--- src/rtl/lif_timestep_scheduler.sv ---
// Time-multiplexed Q8.8 LIF neuron scheduler that emits spike events through a small FIFO.
// Defining LIF_REFRACTORY_EN builds the per-neuron refractory counters.
module lif_timestep_scheduler #(
   parameter int unsigned N_NEURONS  = 16,
   parameter logic [15:0] THRESH     = 16'd256,
   parameter logic [15:0] ALPHA      = 16'd240,
   parameter logic [15:0] BETA       = 16'd16,
   parameter int unsigned FIFO_DEPTH = 4,
   parameter int unsigned REFRAC     = 2,
   localparam int unsigned IDX_W     = $clog2(N_NEURONS)
) (
   input  logic             clk,
   input  logic             rst,
   input  logic             step_start,
   output logic             busy,
   output logic             step_done,
   input  logic             cur_valid,
   output logic             cur_ready,
   input  logic [15:0]      cur_data,
   output logic [IDX_W-1:0] cur_idx,
   output logic             spk_valid,
   input  logic             spk_ready,
   output logic [IDX_W-1:0] spk_id,
   input  logic [IDX_W-1:0] mon_idx,
   output logic [15:0]      mon_v
);

   localparam int unsigned PTR_W = $clog2(FIFO_DEPTH);
   localparam int unsigned CNT_W = PTR_W + 1;

   typedef enum logic [1:0] {
      S_IDLE  = 2'd0,
      S_RUN   = 2'd1,
      S_DRAIN = 2'd2,
      S_DONE  = 2'd3
   } state_t;

   state_t           state_q, state_d;
   logic [IDX_W-1:0] idx_q, idx_d;
   logic [15:0]      v_q [N_NEURONS];
   logic [15:0]      v_d [N_NEURONS];
   logic [IDX_W-1:0] fifo_q [FIFO_DEPTH];
   logic [IDX_W-1:0] fifo_d [FIFO_DEPTH];
   logic [PTR_W-1:0] wr_q, wr_d, rd_q, rd_d;
   logic [CNT_W-1:0] cnt_q, cnt_d;
   logic             busy_q, busy_d, done_q, done_d;
   logic             fifo_full_s, fifo_empty_s, xfer_s, push_s, pop_s, fire_s, hold_s;
   logic [31:0]      sum_s;
   logic [15:0]      vn_s;
   logic             unused_frac_s;

   assign fifo_full_s  = (cnt_q == CNT_W'(FIFO_DEPTH));
   assign fifo_empty_s = (cnt_q == {CNT_W{1'b0}});
   assign cur_ready    = (state_q == S_RUN) && !fifo_full_s;
   assign xfer_s       = cur_valid && cur_ready;
   assign fire_s       = xfer_s && !hold_s && (vn_s >= THRESH);
   assign push_s       = fire_s;
   assign pop_s        = spk_ready && !fifo_empty_s;

   assign busy      = busy_q;
   assign step_done = done_q;
   assign cur_idx   = idx_q;
   assign spk_valid = !fifo_empty_s;
   assign spk_id    = fifo_q[rd_q];
   assign mon_v     = (32'(mon_idx) < N_NEURONS) ? v_q[mon_idx] : 16'h0000;
   assign unused_frac_s = ^sum_s[7:0];

   // Leak/integrate datapath for the neuron currently addressed by idx_q.
   always_comb begin
      sum_s = ({16'h0000, v_q[idx_q]} * {16'h0000, ALPHA})
            + ({16'h0000, cur_data} * {16'h0000, BETA});
      if (sum_s[31:24] != 8'h00) begin
         vn_s = 16'hFFFF;
      end else begin
         vn_s = sum_s[23:8];
      end
   end

`ifdef LIF_REFRACTORY_EN
   localparam int unsigned RF_W = (REFRAC < 2) ? 1 : $clog2(REFRAC + 1);
   logic [RF_W-1:0] rf_q [N_NEURONS];
   logic [RF_W-1:0] rf_d [N_NEURONS];

   assign hold_s = (rf_q[idx_q] != {RF_W{1'b0}});

   // Refractory counter: armed on a spike, counts down on each update while held.
   always_comb begin
      rf_d = rf_q;
      if (xfer_s) begin
         if (hold_s) begin
            rf_d[idx_q] = rf_q[idx_q] - RF_W'(1);
         end else if (fire_s) begin
            rf_d[idx_q] = RF_W'(REFRAC);
         end else begin
            rf_d[idx_q] = rf_q[idx_q];
         end
      end else begin
         rf_d[idx_q] = rf_q[idx_q];
      end
   end

   // Refractory counter registers.
   always_ff @(posedge clk) begin
      if (rst) begin
         rf_q <= '{default: {RF_W{1'b0}}};
      end else begin
         rf_q <= rf_d;
      end
   end
`else
   localparam int unsigned unused_refrac_p = REFRAC;
   assign hold_s = 1'b0;
`endif

   // Timestep sequencing and membrane write-back.
   always_comb begin
      state_d = state_q;
      idx_d   = idx_q;
      v_d     = v_q;
      case (state_q)
         S_IDLE: begin
            if (step_start) state_d = S_RUN;
            else            state_d = S_IDLE;
         end
         S_RUN: begin
            if (xfer_s) begin
               if (idx_q == IDX_W'(N_NEURONS - 1)) begin
                  idx_d   = {IDX_W{1'b0}};
                  state_d = S_DRAIN;
               end else begin
                  idx_d = idx_q + IDX_W'(1);
               end
            end else begin
               state_d = S_RUN;
            end
         end
         S_DRAIN: begin
            if (fifo_empty_s) state_d = S_DONE;
            else              state_d = S_DRAIN;
         end
         S_DONE:  state_d = S_IDLE;
         default: state_d = S_IDLE;
      endcase
      // A firing (or refractory) neuron resets to zero instead of keeping Vn.
      if (xfer_s) begin
         if (hold_s || fire_s) v_d[idx_q] = 16'h0000;
         else                  v_d[idx_q] = vn_s;
      end else begin
         v_d[idx_q] = v_q[idx_q];
      end
      busy_d = (state_d != S_IDLE);
      done_d = (state_d == S_DONE);
   end

   // Spike FIFO bookkeeping; a pop and a push may share one cycle.
   always_comb begin
      fifo_d = fifo_q;
      wr_d   = wr_q;
      rd_d   = rd_q;
      if (push_s) begin
         fifo_d[wr_q] = idx_q;
         wr_d         = wr_q + PTR_W'(1);
      end else begin
         wr_d = wr_q;
      end
      if (pop_s) rd_d = rd_q + PTR_W'(1);
      else       rd_d = rd_q;
      case ({push_s, pop_s})
         2'b10:   cnt_d = cnt_q + CNT_W'(1);
         2'b01:   cnt_d = cnt_q - CNT_W'(1);
         default: cnt_d = cnt_q;
      endcase
   end

   // State, membrane and FIFO registers.
   always_ff @(posedge clk) begin
      if (rst) begin
         state_q <= S_IDLE;
         idx_q   <= {IDX_W{1'b0}};
         v_q     <= '{default: 16'h0000};
         fifo_q  <= '{default: {IDX_W{1'b0}}};
         wr_q    <= {PTR_W{1'b0}};
         rd_q    <= {PTR_W{1'b0}};
         cnt_q   <= {CNT_W{1'b0}};
         busy_q  <= 1'b0;
         done_q  <= 1'b0;
      end else begin
         state_q <= state_d;
         idx_q   <= idx_d;
         v_q     <= v_d;
         fifo_q  <= fifo_d;
         wr_q    <= wr_d;
         rd_q    <= rd_d;
         cnt_q   <= cnt_d;
         busy_q  <= busy_d;
         done_q  <= done_d;
      end
   end

endmodule

--- config.mk ---
export PLATFORM = sky130hd
export DESIGN_NAME = lif_timestep_scheduler
export DESIGN_NICKNAME = d
export VERILOG_FILES = /design/src/rtl/lif_timestep_scheduler.sv
export SDC_FILE = /design/constraint.sdc
export NUM_CORES = 1
export LEC_CHECK = 0
export BUFFER_PORTS_ARGS = -buffer_cell sky130_fd_sc_hd__buf_2
export CORE_ASPECT_RATIO = 2
export CORE_UTILIZATION = 63
export DETAILED_ROUTE_END_ITERATION = 8
export GPL_TIMING_DRIVEN = 0
export PLACE_DENSITY = 0.81
export RECOVER_POWER = 50
export SYNTH_ARGS = -nofsm -noshare
export SYNTH_HDL_FRONTEND = slang
export SYNTH_SLANG_ARGS = --single-unit
--- constraint.sdc ---
create_clock -name clk -period 12.5 [get_ports clk]
set_clock_uncertainty 0.05 [all_clocks]
set_input_delay 1.875 -clock clk [delete_from_list [all_inputs] [get_ports clk]]
set_output_delay 1.875 -clock clk [all_outputs]
set_load 0.02 [all_outputs]
==> impl_metrics.tcl, run 1 <==
set metrics [dict create \
    status "finished, final reports clean" \
    cp_slowest_cell "clkbuf_1" \
    via_per_inst 6.772 \
    grt_pass1_wl_um 81520 \
    post-route-period-util_pct 84.84 \
    gp_congestion 0.9876 \
    cts-root-buf "clkbuf_16" \
    finalInstanceArea_um2 18720 \
    initialDrtViolationCount 1407 \
    cpMostUsedCell "inv_1" \
    cts_setup_buffers 0 \
    syn-num-nets 1861 \
    drive_above_1_share_pct 18.88 \
    met1_usage_pct 35.79 \
    postCtsResizedCells 0 \
    wl_um 53240 \
    clock_latency_ns 0.56 \
    pwr-share-seq_pct 41.5 \
    overflow 0 \
    avgSynthCellArea_um2 9.757 \
    yosys-top-cells-area "dfxtp_1, mux4_2, nand2_1" \
    reg2reg_to "cnt_q[2]" \
    worst_slack_ns 1.895 \
    ys.flop_type "dfxtp_1" \
    ys_types 68 \
    die_area_um2 27950 \
    peakVddDrop_mv 0.1309 \
    wl_per_cell_um 24.18 \
    synth_edf_count 0 \
    clockPowerShare_pct 38.5 \
    cts.reportedPaths.clkPinSlew_ns 0.07 \
    hold_viol_final 0 \
    cts_tree "yes" \
    maxSlewHeadroom_pct 17.86 \
    placed_cells 2155 \
    yosysTopAreaCell "dfxtp_1" \
    num_vias 14913 \
    n_antenna_cell 0 \
    required_ns 12.93 \
    rsz0062_at_grt "no" \
    fp-row-count 85 \
    synth.ff_latch_count 287 \
    r2r_cells 33 \
    post-dp-hpwl_um 41120 \
    yosysSeqAreaShare_pct 33.48 \
    drcViolationCount 0 \
    fmax_mhz 94.30 \
    p_per_area_nw_per_um2 119.9 \
    core_um2 26800 \
    place_ws_ns 2.343 \
    setup_viol 0 \
    cp_max_fo 10 \
    syn_inst 1759 \
    arrival_ns 11.03 \
    area_delta_synth_final_pct 9.098 \
    pin_count 53 \
    die_h_um 235.4 \
    antenna_found_initial 0 \
    max_cap_viol_count 0 \
    layout.cells.non_filler 2202 \
    holdPathEnd "fifo_q[1]" \
    crit_start "cur_idx[0]" \
    period_minus_slack_ns 10.60 \
    grtUsageMet2_pct 68.47 \
    hold_start "fifo_q[1]" \
    hold_buffers 0 \
    crit_path_end_kind "flop" \
    postRouteAntennaNets 0 \
    leakage_nw 6.416 \
    hold_path_class "reg2reg" \
    design.final.nets 1937 \
    port_buffers 48 \
    start_util_pct 64.04 \
    reg2reg_from "cur_idx[0]" \
    rrSetupSlack_ns 1.90 \
    synthArstFlopShare_pct 0 \
    cts_num_sinks 287 \
    yosysWarnings 0 \
    critPathMaxStageDelay_ns 0.88 \
    grt_pass1_vias 15629 \
    busiest_layer "met2" \
    h-tree-depth 1 \
    critical_path_class "reg2reg" \
    cts_buffer_depth 3 \
    numCtsBuffers 26 \
    switching_share_pct 30.03 \
    synth_top_area_share_pct 33.48 \
    grt_max_degree 17 \
    switching_power_uw 674.3 \
    worst-slew-pin-transition_ns 1.232 \
    setup_tns_ns 0 \
    die_w_um 118.7 \
    grt_util_met3_pct 6.807 \
    start_kind "flop" \
    maxSlewViolCount 0 \
    combPwrFrac_pct 20.0 \
    dr.pass1.iters 6 \
    syn_area_um2 17160 \
    grt_usage_pct 38.40 \
    p_int_mw 1.571 \
    postPlaceCellArea_um2 17840 \
    final_cell_mix "nand2_1, dfxtp_1, a21oi_1" \
    whs_path_depth 2 \
    mostFrequentLayoutCell "nand2_1" \
]
## cells by family after synthesis
logic type                 synth area share [%]
AOI/OAI and AO/OA                         19.30
xor gates and xnor gates                  1.371
adders and majority gates                 6.926
buffers and inverters                     5.213
DFF                                       33.48
muxes                                     22.72
and+or+nand+nor                           11.00
## worst max-delay path: cells and delay by family (launching register included)
family | cells | cell delay [ns]
adder cells (fa/ha/maj) | 6 | 2.12
flip-flops | 1 | 0.46
AND/OR/NAND/NOR | 2 | 0.92
XOR/XNOR | 2 | 0.31
buffers and inverters | 8 | 2.56
multiplexers | 3 | 1.44
AO/OA/AOI/OAI | 12 | 2.65
## per-stage QoR
stage / total power [mW] / utilization, % / hold WS (ns)
floorplan: 1.279 / - / 0.3815
global placement: 1.376 / 66.56 / 0.3891
detailed placement: 1.391 / 66.56 / 0.3980
CTS: 2.234 / 69.97 / 0.4092
global route: 2.312 / 69.86 / 0.4254
finish: 2.245 / 69.86 / 0.4113
## Yosys cell counts (7+ instances only)
cell and number:
nand2_1 323, o21ai_0 128, a21oi_2 82, mux2i_1 25, a211oi_1 15, a21o_1 12
nor3_1 7, dfxtp_1 287, fa_1 30, buf_1 27, xor2_1 12, buf_6 10
o21a_1 12, and2_1 19, nand3_1 12, clkbuf_1 112, inv_1 64, a21oi_1 208
xnor2_1 13, mux4_2 160, ha_1 47, nor2_1 56, and3_1 7
## sequential cells by signal, indices dropped and copies added (netlist names)
| name | count |
|---|---|
| cnt_q | 3 |
| cur_idx | 4 |
| state_q | 2 |
| fifo_q | 16 |
| busy | 1 |
| step_done | 1 |
| wr_q | 2 |
| v_q | 256 |
| rd_q | 2 |
## metal layers
metal	part of all wire, %	wire length (µm)	up-vias
met5	0	0	-
met4	9.8	5238	0
met3	8.1	4302	319
met2	53	28040	951
met1	29	15650	7151
li1	-	-	6492
## worst max path at each step
stage	endpoint	slack, ns	cells after the start
floorplan	cnt_q[2]	3.68	31
global route	cnt_q[2]	1.39	33
CTS	cnt_q[2]	2.29	33
finish	cnt_q[2]	1.90	33
detailed placement	cnt_q[2]	2.34	34
global placement	cnt_q[2]	2.42	33
## power groups by stage
stage	combinational [mW]	sequential (mW)	clock [mW]
after floorplan	0.326	0.952	0
after global placement	0.424	0.953	0
after detailed placement	0.437	0.954	0
after CTS	0.441	0.933	0.860
after global routing	0.483	0.934	0.895
final	0.448	0.933	0.864
## area by class of cell
class	instances	area [µm²]
plain buffers	153	651.9
clock buffers	34	752.0
clock inverters	13	161.4
fillers	2052	8077
inverters	64	240.2
multi-input cells	1255	10520
flip-flops and latches	287	5746
well taps	348	435.4
repair buffers	48	215.2
Power figures use the tool's default switching activity.
==> run 2: changes to the inputs <==
Settings changed: ABC_AREA from default to 1, CORE_UTILIZATION 63 to 58, PLACE_DENSITY 0.81 to 0.78.
Clock period 12.5 ns to 8.5 ns, I/O delays scaled along.
==> run 2 against run 1 <==
Effect of this change:
- the flow now stops in global routing
- synthesized area up 25%
- synthesized cell count grew 100%
==> impl_metrics.tcl, run 2 <==
set metrics [dict create \
    cts-root-buf "clkbuf_16" \
    yosysSeqAreaShare_pct 26.79 \
    yosysWarnings 0 \
    numCtsBuffers 28 \
    haltStage "global routing" \
    syn_area_um2 21450 \
    yosysTopAreaCell "dfxtp_1" \
    yosys-top-cells-count "nand2_1, a21oi_1, nor2_1" \
    cts_buffer_depth 3 \
    hold_buffers 0 \
    firstError "[ERROR GRT-0116] Global routing finished with congestion. Check the congestion regions in the DRC Viewer." \
    start_util_pct 58.89 \
    syn_inst 3551 \
    fp-row-count 99 \
    ys_types 44 \
    grt_max_degree 20 \
    pin_count 53 \
    cts_num_sinks 287 \
    grt_usage_pct 68.31 \
    overflow 17 \
    synth.ff_latch_count 287 \
    ys.flop_type "dfxtp_1" \
    avgSynthCellArea_um2 6.039 \
    h-tree-depth 1 \
    die_w_um 138.0 \
    grt_pass1_wl_um 186600 \
    grt_pass1_vias 27643 \
    post-dp-hpwl_um 83690 \
    port_buffers 50 \
    yosys-top-cells-area "dfxtp_1, a21oi_1, nand2_1" \
    syn-num-nets 3653 \
    status "stopped before the end" \
    synth.most_common_cell "nand2_1" \
    die_h_um 273.9 \
    synth_top_area_share_pct 26.79 \
    synthArstFlopShare_pct 0 \
    gp_congestion 1.151 \
    synth_edf_count 0 \
]
==> run 2: kinds of logic after synthesis <==
| family | synth area share (%) |
|---|---|
| and+or+nand+nor | 27.60 |
| AOI/OAI and AO/OA | 27.54 |
| xor gates and xnor gates | 0.6943 |
| DFF | 26.79 |
| buffers and inverters | 10.72 |
| muxes | 1.120 |
| adders and majority gates | 5.543 |
==> run 2: repair_timing <==
item | 4_1_cts
buffers inserted | 2
gates resized for setup | 46
gates cloned | 0
endpoints found under the setup margin | 196
pin swaps | 3
==> run 2: per-stage QoR <==
stage	instance area, µm²	cells	utilization, %	TNS [ns]	worst slack, ns
CTS	23380	4111	64.21	0	0.01901
detailed placement	22320	4059	61.29	-14.10	-0.9761
global placement	22260	4055	61.14	-363.99	-2.181
floorplan	21450	3551	-	0	1.031
==> run 2: layer usage <==
metal	overflow	global-route usage (%)
met1	1	69.35
met2	7	86.92
met3	1	48.97
met4	8	66.68
met5	0	13.96
